`src/rtl/mdio_pkg.sv`:
```
// Shared definitions for the MDIO PHY responder: state encoding, opcodes and frame layout.
package mdio_pkg;

    typedef enum logic [6:0] {
        IDLE   = 7'b000_0001,
        ST     = 7'b000_0010,
        HDR    = 7'b000_0100,
        WDATA  = 7'b000_1000,
        RDATA  = 7'b001_0000,
        ERR    = 7'b010_0000,
        IGNORE = 7'b100_0000
    } mdio_state_e;

    localparam logic [1:0] OP_WRITE = 2'b01;
    localparam logic [1:0] OP_READ  = 2'b10;
    localparam logic [1:0] ST_CODE  = 2'b01;

    localparam int FRAME_LEN = 32;
    localparam int DATA_W    = 16;
    localparam int HDR_LEN   = FRAME_LEN - DATA_W;
    localparam int ADDR_W    = 5;
    localparam int REG_N     = 32;

    // Field positions within the 32-bit frame (MSB first on the wire)
    localparam int ST_HI    = 31;
    localparam int OP_HI    = 29;
    localparam int PHYAD_HI = 27;
    localparam int REGAD_HI = 22;
    localparam int TA_HI    = 17;
    localparam int DATA_HI  = 15;

endpackage

```
`src/rtl/mdio_phy_responder_if.sv`:
```
// MDIO bus bundle between the transaction generator (master) and the PHY responder (slave).
interface mdio_phy_responder_if;

    logic mdc;
    logic mdio_out;
    logic mdio_oe;
    logic mdio_in;
    logic mdio_in_oe;

    modport master (
        output mdc,
        output mdio_out,
        output mdio_oe,
        input  mdio_in,
        input  mdio_in_oe
    );

    modport slave (
        input  mdc,
        input  mdio_out,
        input  mdio_oe,
        output mdio_in,
        output mdio_in_oe
    );

endinterface

```
`src/rtl/mdio_regfile.sv`:
```
// 32x16 register file: async reset to REG_RST, one synchronous write port, two combinational read ports.
module mdio_regfile
    import mdio_pkg::*;
#(
    parameter logic [DATA_W-1:0] REG_RST = '0
) (
    input  logic              clk,
    input  logic              reset,
    input  logic              we,
    input  logic [ADDR_W-1:0] waddr,
    input  logic [DATA_W-1:0] wdata,
    input  logic [ADDR_W-1:0] frame_addr,
    output logic [DATA_W-1:0] frame_data,
    input  logic [ADDR_W-1:0] dbg_addr,
    output logic [DATA_W-1:0] dbg_data
);

    logic [DATA_W-1:0] mem [REG_N];

    always_ff @(posedge clk or negedge reset) begin
        if (!reset) begin
            for (int unsigned i = 0; i < REG_N; i++) begin
                mem[i] <= REG_RST;
            end
        end else if (we) begin
            mem[waddr] <= wdata;
        end
    end

    assign frame_data = mem[frame_addr];
    assign dbg_data   = mem[dbg_addr];

endmodule

```
`src/rtl/mdio_phy_responder.sv`:
```
// PHY-side MDIO responder: samples the generator's MDC/MDIO in the clk domain and serves register reads/writes.
// Optional MDIO_PHYAD_MATCH_EN: answer only frames whose PHYAD equals PHY_ADDR; others are silently ignored.
module mdio_phy_responder
    import mdio_pkg::*;
#(
    parameter logic [ADDR_W-1:0] PHY_ADDR = 5'd1,
    parameter logic [DATA_W-1:0] REG_RST  = 16'h0
) (
    input  logic                 clk,
    input  logic                 reset,
    mdio_phy_responder_if.slave  mdio,
    output logic                 wr_stb,
    output logic [ADDR_W-1:0]    wr_addr,
    output logic [DATA_W-1:0]    wr_data,
    output logic                 frame_err,
    output logic                 busy,
    input  logic [ADDR_W-1:0]    dbg_addr,
    output logic [DATA_W-1:0]    dbg_data
);

`ifdef MDIO_PHYAD_MATCH_EN
    localparam bit PHYAD_MATCH = 1'b1;
`else
    localparam bit PHYAD_MATCH = 1'b0;
`endif

    mdio_state_e       state;
    logic              mdc_q;
    logic [5:0]        count;
    logic [DATA_W-1:0] shreg;
    logic [DATA_W-1:0] sh_next;
    logic [ADDR_W-1:0] regad;
    logic [DATA_W-1:0] rd_shift;
    logic              rd_load;
    logic              in_oe;
    logic [DATA_W-1:0] frame_rdata;
    logic              rise;
    logic              fall;
    logic [1:0]        hdr_op;
    logic [ADDR_W-1:0] hdr_phyad;
    logic [ADDR_W-1:0] hdr_regad;
    logic              phyad_hit;

    assign rise = mdio.mdc & ~mdc_q;
    assign fall = ~mdio.mdc & mdc_q;

    // Header fields are decoded from the shifter value including the bit sampled this cycle
    assign sh_next   = {shreg[DATA_W-2:0], mdio.mdio_out};
    assign hdr_op    = sh_next[OP_HI-DATA_W -: 2];
    assign hdr_phyad = sh_next[PHYAD_HI-DATA_W -: ADDR_W];
    assign hdr_regad = sh_next[REGAD_HI-DATA_W -: ADDR_W];
    assign phyad_hit = !PHYAD_MATCH || (hdr_phyad == PHY_ADDR);

    assign mdio.mdio_in    = in_oe & rd_shift[DATA_W-1];
    assign mdio.mdio_in_oe = in_oe;

    mdio_regfile #(
        .REG_RST (REG_RST)
    ) u_regfile (
        .clk        (clk),
        .reset      (reset),
        .we         (wr_stb),
        .waddr      (wr_addr),
        .wdata      (wr_data),
        .frame_addr (regad),
        .frame_data (frame_rdata),
        .dbg_addr   (dbg_addr),
        .dbg_data   (dbg_data)
    );

    always_ff @(posedge clk or negedge reset) begin
        if (!reset) begin
            state     <= IDLE;
            mdc_q     <= 1'b0;
            count     <= '0;
            shreg     <= '0;
            regad     <= '0;
            rd_shift  <= '0;
            rd_load   <= 1'b0;
            in_oe     <= 1'b0;
            busy      <= 1'b0;
            wr_stb    <= 1'b0;
            wr_addr   <= '0;
            wr_data   <= '0;
            frame_err <= 1'b0;
        end else begin
            mdc_q     <= mdio.mdc;
            wr_stb    <= 1'b0;
            frame_err <= 1'b0;
            rd_load   <= 1'b0;

            // Load lands on the fall cycle after bit 15, so bit 16 is stable before its rise
            if (rd_load) begin
                rd_shift <= frame_rdata;
            end else if (fall) begin
                rd_shift <= {rd_shift[DATA_W-2:0], 1'b0};
            end

            if (rise) begin
                unique case (state)
                    IDLE: begin
                        if (mdio.mdio_oe && (mdio.mdio_out == ST_CODE[1])) begin
                            state <= ST;
                            count <= 6'd1;
                            busy  <= 1'b1;
                            shreg <= sh_next;
                        end
                    end
                    ST: begin
                        if (!mdio.mdio_oe || (mdio.mdio_out != ST_CODE[0])) begin
                            state     <= ERR;
                            frame_err <= 1'b1;
                            count     <= '0;
                        end else begin
                            state <= HDR;
                            count <= count + 6'd1;
                            shreg <= sh_next;
                        end
                    end
                    HDR: begin
                        if (!mdio.mdio_oe) begin
                            state     <= ERR;
                            frame_err <= 1'b1;
                            count     <= '0;
                        end else begin
                            count <= count + 6'd1;
                            shreg <= sh_next;
                            if (count == 6'(HDR_LEN - 1)) begin
                                regad <= hdr_regad;
                                if (!phyad_hit) begin
                                    state <= IGNORE;
                                end else if (hdr_op == OP_WRITE) begin
                                    state <= WDATA;
                                end else if (hdr_op == OP_READ) begin
                                    state   <= RDATA;
                                    in_oe   <= 1'b1;
                                    rd_load <= 1'b1;
                                end else begin
                                    state     <= ERR;
                                    frame_err <= 1'b1;
                                    count     <= '0;
                                end
                            end
                        end
                    end
                    WDATA: begin
                        if (!mdio.mdio_oe) begin
                            state     <= ERR;
                            frame_err <= 1'b1;
                            count     <= '0;
                        end else begin
                            count <= count + 6'd1;
                            shreg <= sh_next;
                            if (count == 6'(FRAME_LEN - 1)) begin
                                state   <= IDLE;
                                busy    <= 1'b0;
                                count   <= '0;
                                wr_stb  <= 1'b1;
                                wr_addr <= regad;
                                wr_data <= sh_next;
                            end
                        end
                    end
                    RDATA: begin
                        if (mdio.mdio_oe) begin
                            state     <= ERR;
                            frame_err <= 1'b1;
                            in_oe     <= 1'b0;
                            count     <= '0;
                        end else begin
                            count <= count + 6'd1;
                            if (count == 6'(FRAME_LEN - 1)) begin
                                state <= IDLE;
                                busy  <= 1'b0;
                                in_oe <= 1'b0;
                                count <= '0;
                            end
                        end
                    end
                    ERR, IGNORE: begin
                        if (!mdio.mdio_oe) begin
                            state <= IDLE;
                            busy  <= 1'b0;
                            count <= '0;
                        end
                    end
                    default: begin
                        state <= IDLE;
                        busy  <= 1'b0;
                        in_oe <= 1'b0;
                        count <= '0;
                    end
                endcase
            end
        end
    end

endmodule
```
`src/flat_wrapper.sv`:
```
// flat-port wrapper written by rule: the top's interface ports become plain ports
module mdio_phy_responder_flat import mdio_pkg::*;
#(
    parameter logic [ADDR_W-1:0] PHY_ADDR = 5'd1,
    parameter logic [DATA_W-1:0] REG_RST  = 16'h0
)
  (clk, reset, wr_stb, wr_addr, wr_data, frame_err, busy, dbg_addr, dbg_data, mdio_mdc, mdio_mdio_out, mdio_mdio_oe, mdio_mdio_in, mdio_mdio_in_oe);
  mdio_phy_responder_if mdio_i ();
  input  logic clk;
  input  logic reset;
  output logic wr_stb;
  output logic [ADDR_W-1:0] wr_addr;
  output logic [DATA_W-1:0] wr_data;
  output logic frame_err;
  output logic busy;
  input  logic [ADDR_W-1:0] dbg_addr;
  output logic [DATA_W-1:0] dbg_data;
  input wire logic [$bits(mdio_i.mdc)-1:0] mdio_mdc;
  input wire logic [$bits(mdio_i.mdio_out)-1:0] mdio_mdio_out;
  input wire logic [$bits(mdio_i.mdio_oe)-1:0] mdio_mdio_oe;
  output wire logic [$bits(mdio_i.mdio_in)-1:0] mdio_mdio_in;
  output wire logic [$bits(mdio_i.mdio_in_oe)-1:0] mdio_mdio_in_oe;
  assign mdio_i.mdc = mdio_mdc;
  assign mdio_i.mdio_out = mdio_mdio_out;
  assign mdio_i.mdio_oe = mdio_mdio_oe;
  assign mdio_mdio_in = mdio_i.mdio_in;
  assign mdio_mdio_in_oe = mdio_i.mdio_in_oe;
  mdio_phy_responder #(.PHY_ADDR(PHY_ADDR), .REG_RST(REG_RST)) u_core (.clk(clk), .reset(reset), .mdio(mdio_i), .wr_stb(wr_stb), .wr_addr(wr_addr), .wr_data(wr_data), .frame_err(frame_err), .busy(busy), .dbg_addr(dbg_addr), .dbg_data(dbg_data));
endmodule
```
`config.mk`:
```
export PLATFORM = sky130hd
export DESIGN_NAME = mdio_phy_responder_flat
export DESIGN_NICKNAME = d
export VERILOG_FILES = /design/src/rtl/mdio_pkg.sv /design/src/rtl/mdio_phy_responder_if.sv /design/src/rtl/mdio_regfile.sv /design/src/rtl/mdio_phy_responder.sv /design/src/flat_wrapper.sv
export SDC_FILE = /design/constraint.sdc
export NUM_CORES = 1
export LEC_CHECK = 0
export BUFFER_PORTS_ARGS = -buffer_cell sky130_fd_sc_hd__buf_2
export CAP_MARGIN = 30
export CELL_PAD_IN_SITES_DETAIL_PLACEMENT = 0
export CELL_PAD_IN_SITES_GLOBAL_PLACEMENT = 1
export CORE_AREA = 4 4 314 239
export DETAILED_ROUTE_END_ITERATION = 7
export DIE_AREA = 0 0 318 243
export GPL_TIMING_DRIVEN = 0
export PLACE_DENSITY = 0.69
export SETUP_SLACK_MARGIN = 0.5
export SLEW_MARGIN = 20
export SYNTH_ARGS = -nofsm -noshare
export SYNTH_HDL_FRONTEND = slang
export SYNTH_HIERARCHICAL = 1
export SYNTH_SLANG_ARGS = --single-unit
export TNS_END_PERCENT = 1
```
`constraint.sdc`:
```
create_clock -name clk -period 2.8 [get_ports clk]
set_clock_uncertainty 0.1 [all_clocks]
set_input_delay 0.28 -clock clk [delete_from_list [all_inputs] [get_ports clk]]
set_output_delay 0.28 -clock clk [all_outputs]
set_load 0.02 [all_outputs]
```
==> flow_summary_export.csv <==
group,metric,value,unit
run_status,outcome,"completed",
critical_path,critPathBufInv,5,
critical_path,worstPathCellList,"buf_2, buf_6, buf_12, buf_6, mux2i_1, a22oi_1, nand4_1, nand3_2, buf_2",
clock_network,cts_tree,"done",
synth,netlist_top_cells_count,"dfrtp_1, mux2i_1, mux2_2, a22oi_1",
route,viasPerCell,6.11,
cells_and_area,fin_nets,2774,
global_route,grt_pass1_wl,162,mm
placement,place_ws,-0.582,ns
synth,netlist_instances,2624,
die,placementRows,85,
sta,rsz0062_at_grt,"true",
sta,relSlewSlack,43.2,%
global_route,antenna_found_initial,1,
critical_path,crit_fanout,10,
cells_and_area,final_cells,3766,
synth,yosysTopAreaCellShare,45.7,%
route,wirelength,110,mm
sta,fmax,0.383,GHz
route,wl_per_cell,29.2,µm
critical_path,path_class,"input port to output port",
synth,postSynthAreaPerCell,12.3,µm²
die,core,71600,µm²
clock_network,insertion_delay,0.63,ns
synth,ys_ff_latch,588,
sta,fin_crit_sh,93.1,%
synth,ys_async_sr_fraction,100,%
sta,finalWorstSetupSlack,0.192,ns
sta,final_max_slew_viol_count,0,
sta,setup_viol,0,
sta,hold_ws,0.142,ns
route,drcViolationCount,0,
sta,fin_crit,2.61,ns
die,die_x,318,µm
synth,synth_edf_count,0,
power_and_ir_drop,p_leak,17.3,nW
critical_path,rr_endpoint,"u_core/count[3]",
placement,place_congestion,0.913,
route,num_vias,23018,
synth,syn_area,32100,µm²
min_path,min_path_type,"input port to asynchronous set/reset pin",
critical_path,slowest_delay,0.35,ns
die,dieArea,77300,µm²
placement,place.port_buffers,48,
global_route,grt_pass1_vias,23642,
critical_path,worst_ep_required_time,2.42,ns
cells_and_area,drive_gt1_share,35.5,%
global_route,overflow,0,
placement,hpwl,83.4,mm
clock_network,h-tree-depth,3,
critical_path,cp_slowest_cell,"nand4_1",
die,ioPinCount,52,
critical_path,rr_worst_depth,6,
critical_path,cp-start-kind,"input port",
critical_path,critPathCaptureType,"output port",
synth,yosys_most_used_dff,"dfrtp_1",
synth,yosysWarningCount,6,
job,max_cap_viol_count,0,
clock_network,cts_buffers,66,
critical_path,reg2reg_slack,0.31,ns
power_and_ir_drop,powerDensity,524,nW/µm²
sta,worst-slew-pin-transition,0.840,ns
placement,place_area,33800,µm²
critical_path,timing.rr.start,"u_core/count[0]",
global_route,grt_max_degree,99,
route,postRouteAntennaNets,0,
synth,ys_types,71,
critical_path,cp.arrival,2.23,ns
clock_network,clockBufferDepth,3,
route,drt_iter0_drc,2001,
global_route,grt_usage,28.1,%
synth,yosys.area.top_type,"dfrtp_1",
sta,finalHoldViolCount,0,
power_and_ir_drop,ir_worst_vdd,0.000441,V
synth,synth_nets,2637,
synth,synthMostInstantiatedCell,"dfrtp_1",
cells_and_area,syn_to_final_growth,15.6,%
clock_network,clock-sinks,588,
clock_network,clkTransAtPathRegs,0.05,ns
critical_path,cp_top_family,"buffers and inverters",
synth,yosysSeqAreaShare,45.8,%
clock_network,root_buffer,"clkbuf_16",
die,dieHeight,243,µm
placement,post-place-cells,3635,
cells_and_area,fin_area,37200,µm²
route,first_pass_iters,5,
synth,ys_top_cells_by_area,"dfrtp_1, mux2_2, mux2i_1, a22oi_1, a22o_1",
die,initial_core_util,44.9,%
-- how the worst max path moves through the flow --
stage / start / endpoint / depth (start not counted)
after CTS: u_core/u_regfile/mem[419] / dbg_data[3] / 6
after global placement: reset / u_core/u_regfile/mem[10] / 1
after global routing: u_core/u_regfile/mem[498] / dbg_data[2] / 6
final: dbg_addr[1] / dbg_data[9] / 9
after floorplan: u_core/wr_addr[1] / u_core/u_regfile/mem[117] / 6
after detailed placement: dbg_addr[0] / dbg_data[2] / 8
-- power by group --
group,switching (mW),internal [mW]
Clock,3.67,5.21
Combinational,1.14,0.635
Sequential,0.150,8.67
-- flip-flops by register name, summed over array words and instances, names as in the netlist --
register,flops
u_core/count,6
u_core/mdio.mdio_in_oe,1
u_core/rd_load,1
u_core/wr_addr,5
u_core/rd_shift,16
u_core/state,7
u_core/u_regfile/mem,512
u_core/mdc_q,1
u_core/frame_err,1
u_core/wr_stb,1
u_core/wr_data,16
u_core/busy,1
u_core/shreg,15
u_core/regad,5
-- cells by family after synthesis --
| group | after synthesis | synth area share (%) |
|---|---|---|
| multiplexers | 1080 | 35.9 |
| AND/OR/NAND/NOR | 345 | 6.25 |
| flip-flops | 588 | 45.8 |
| AO/OA/AOI/OAI | 356 | 7.94 |
| adder cells (fa/ha/maj) | 3 | 0.117 |
| buffers and inverters | 247 | 3.91 |
| XOR/XNOR | 5 | 0.136 |
-- worst register-to-register path, delay by kind of cell, from the launching register on --
| family | cells | cell delay [ns] |
|---|---|---|
| fa+ha+maj | 1 | 0.24 |
| simple gates | 3 | 0.95 |
| flops | 1 | 0.40 |
| compound gates | 2 | 0.68 |
-- layout by cell type (no fill, tap or decap), types with 11 or more instances in the layout --
| master | Yosys | final |
|---|---|---|
| nand3_2 | 2 | 22 |
| mux2_2 | 509 | 509 |
| mux2i_1 | 528 | 524 |
| mux2_1 | 34 | 34 |
| a31oi_1 | 35 | 32 |
| buf_4 | 37 | 54 |
| a21oi_1 | 68 | 68 |
| clkbuf_4 | 1 | 22 |
| dfrtp_1 | 587 | 585 |
| nand4_1 | 36 | 36 |
| nand3_1 | 75 | 55 |
| buf_2 | 89 | 85 |
| nand2_2 | 17 | 17 |
| a22oi_1 | 128 | 119 |
| nor2_1 | 13 | 11 |
| o21ai_0 | 23 | 23 |
| clkbuf_8 | 0 | 18 |
| clkbuf_16 | 0 | 71 |
| nor2_4 | 11 | 13 |
| nand2_1 | 95 | 95 |
| a22o_1 | 66 | 66 |
| clkbuf_1 | 95 | 71 |
| nor3_4 | 1 | 28 |
| buf_6 | 10 | 38 |
| clkbuf_2 | 0 | 18 |
-- stage by stage --
stage          power (mW)  utilization [%]   TNS, ns
4_1_cts              19.6             51.4         0
5_1_grt              20.1             51.9         0
2_1_floorplan        9.95                -         0
3_3_place_gp         10.6             46.9  -6221.45
3_5_place_dp         10.6             47.2     -9.54
6_report             19.5             51.9         0
-- layout make-up --
type | instances | area (µm²)
Clock buffer | 96 | 1980
Multi-Input combinational cell | 1789 | 16700
Fill cell | 6179 | 34400
Sequential cell | 588 | 14700
Tap cell | 957 | 1200
Buffer | 239 | 1700
Timing Repair Buffer | 69 | 603
Antenna cell | 2 | 5.00
Inverter | 8 | 30.0
Clock inverter | 18 | 226
-- timing repair --
| item | 4_1_cts | 5_1_grt |
|---|---|---|
| gates resized for setup | 207 | 85 |
| gates cloned | 0 | 3 |
| hold buffers | 3 | 0 |
| setup endpoints to repair | 92 | 345 |
| pin swaps | 18 | 17 |
| endpoints found under the hold margin | 80 | 0 |
| setup buffers | 4 | 5 |
-- routing by layer --
layer | routed length [µm] | GRT usage [%] | up-vias
li1 | - | - | 10068
met1 | 50700 | 40.6 | 11984
met2 | 47600 | 41.9 | 782
met3 | 8770 | 6.88 | 184
met4 | 3040 | 8.22 | 0
met5 | 0 | 0 | -
Note: power is estimated with default switching activity, not from simulation.
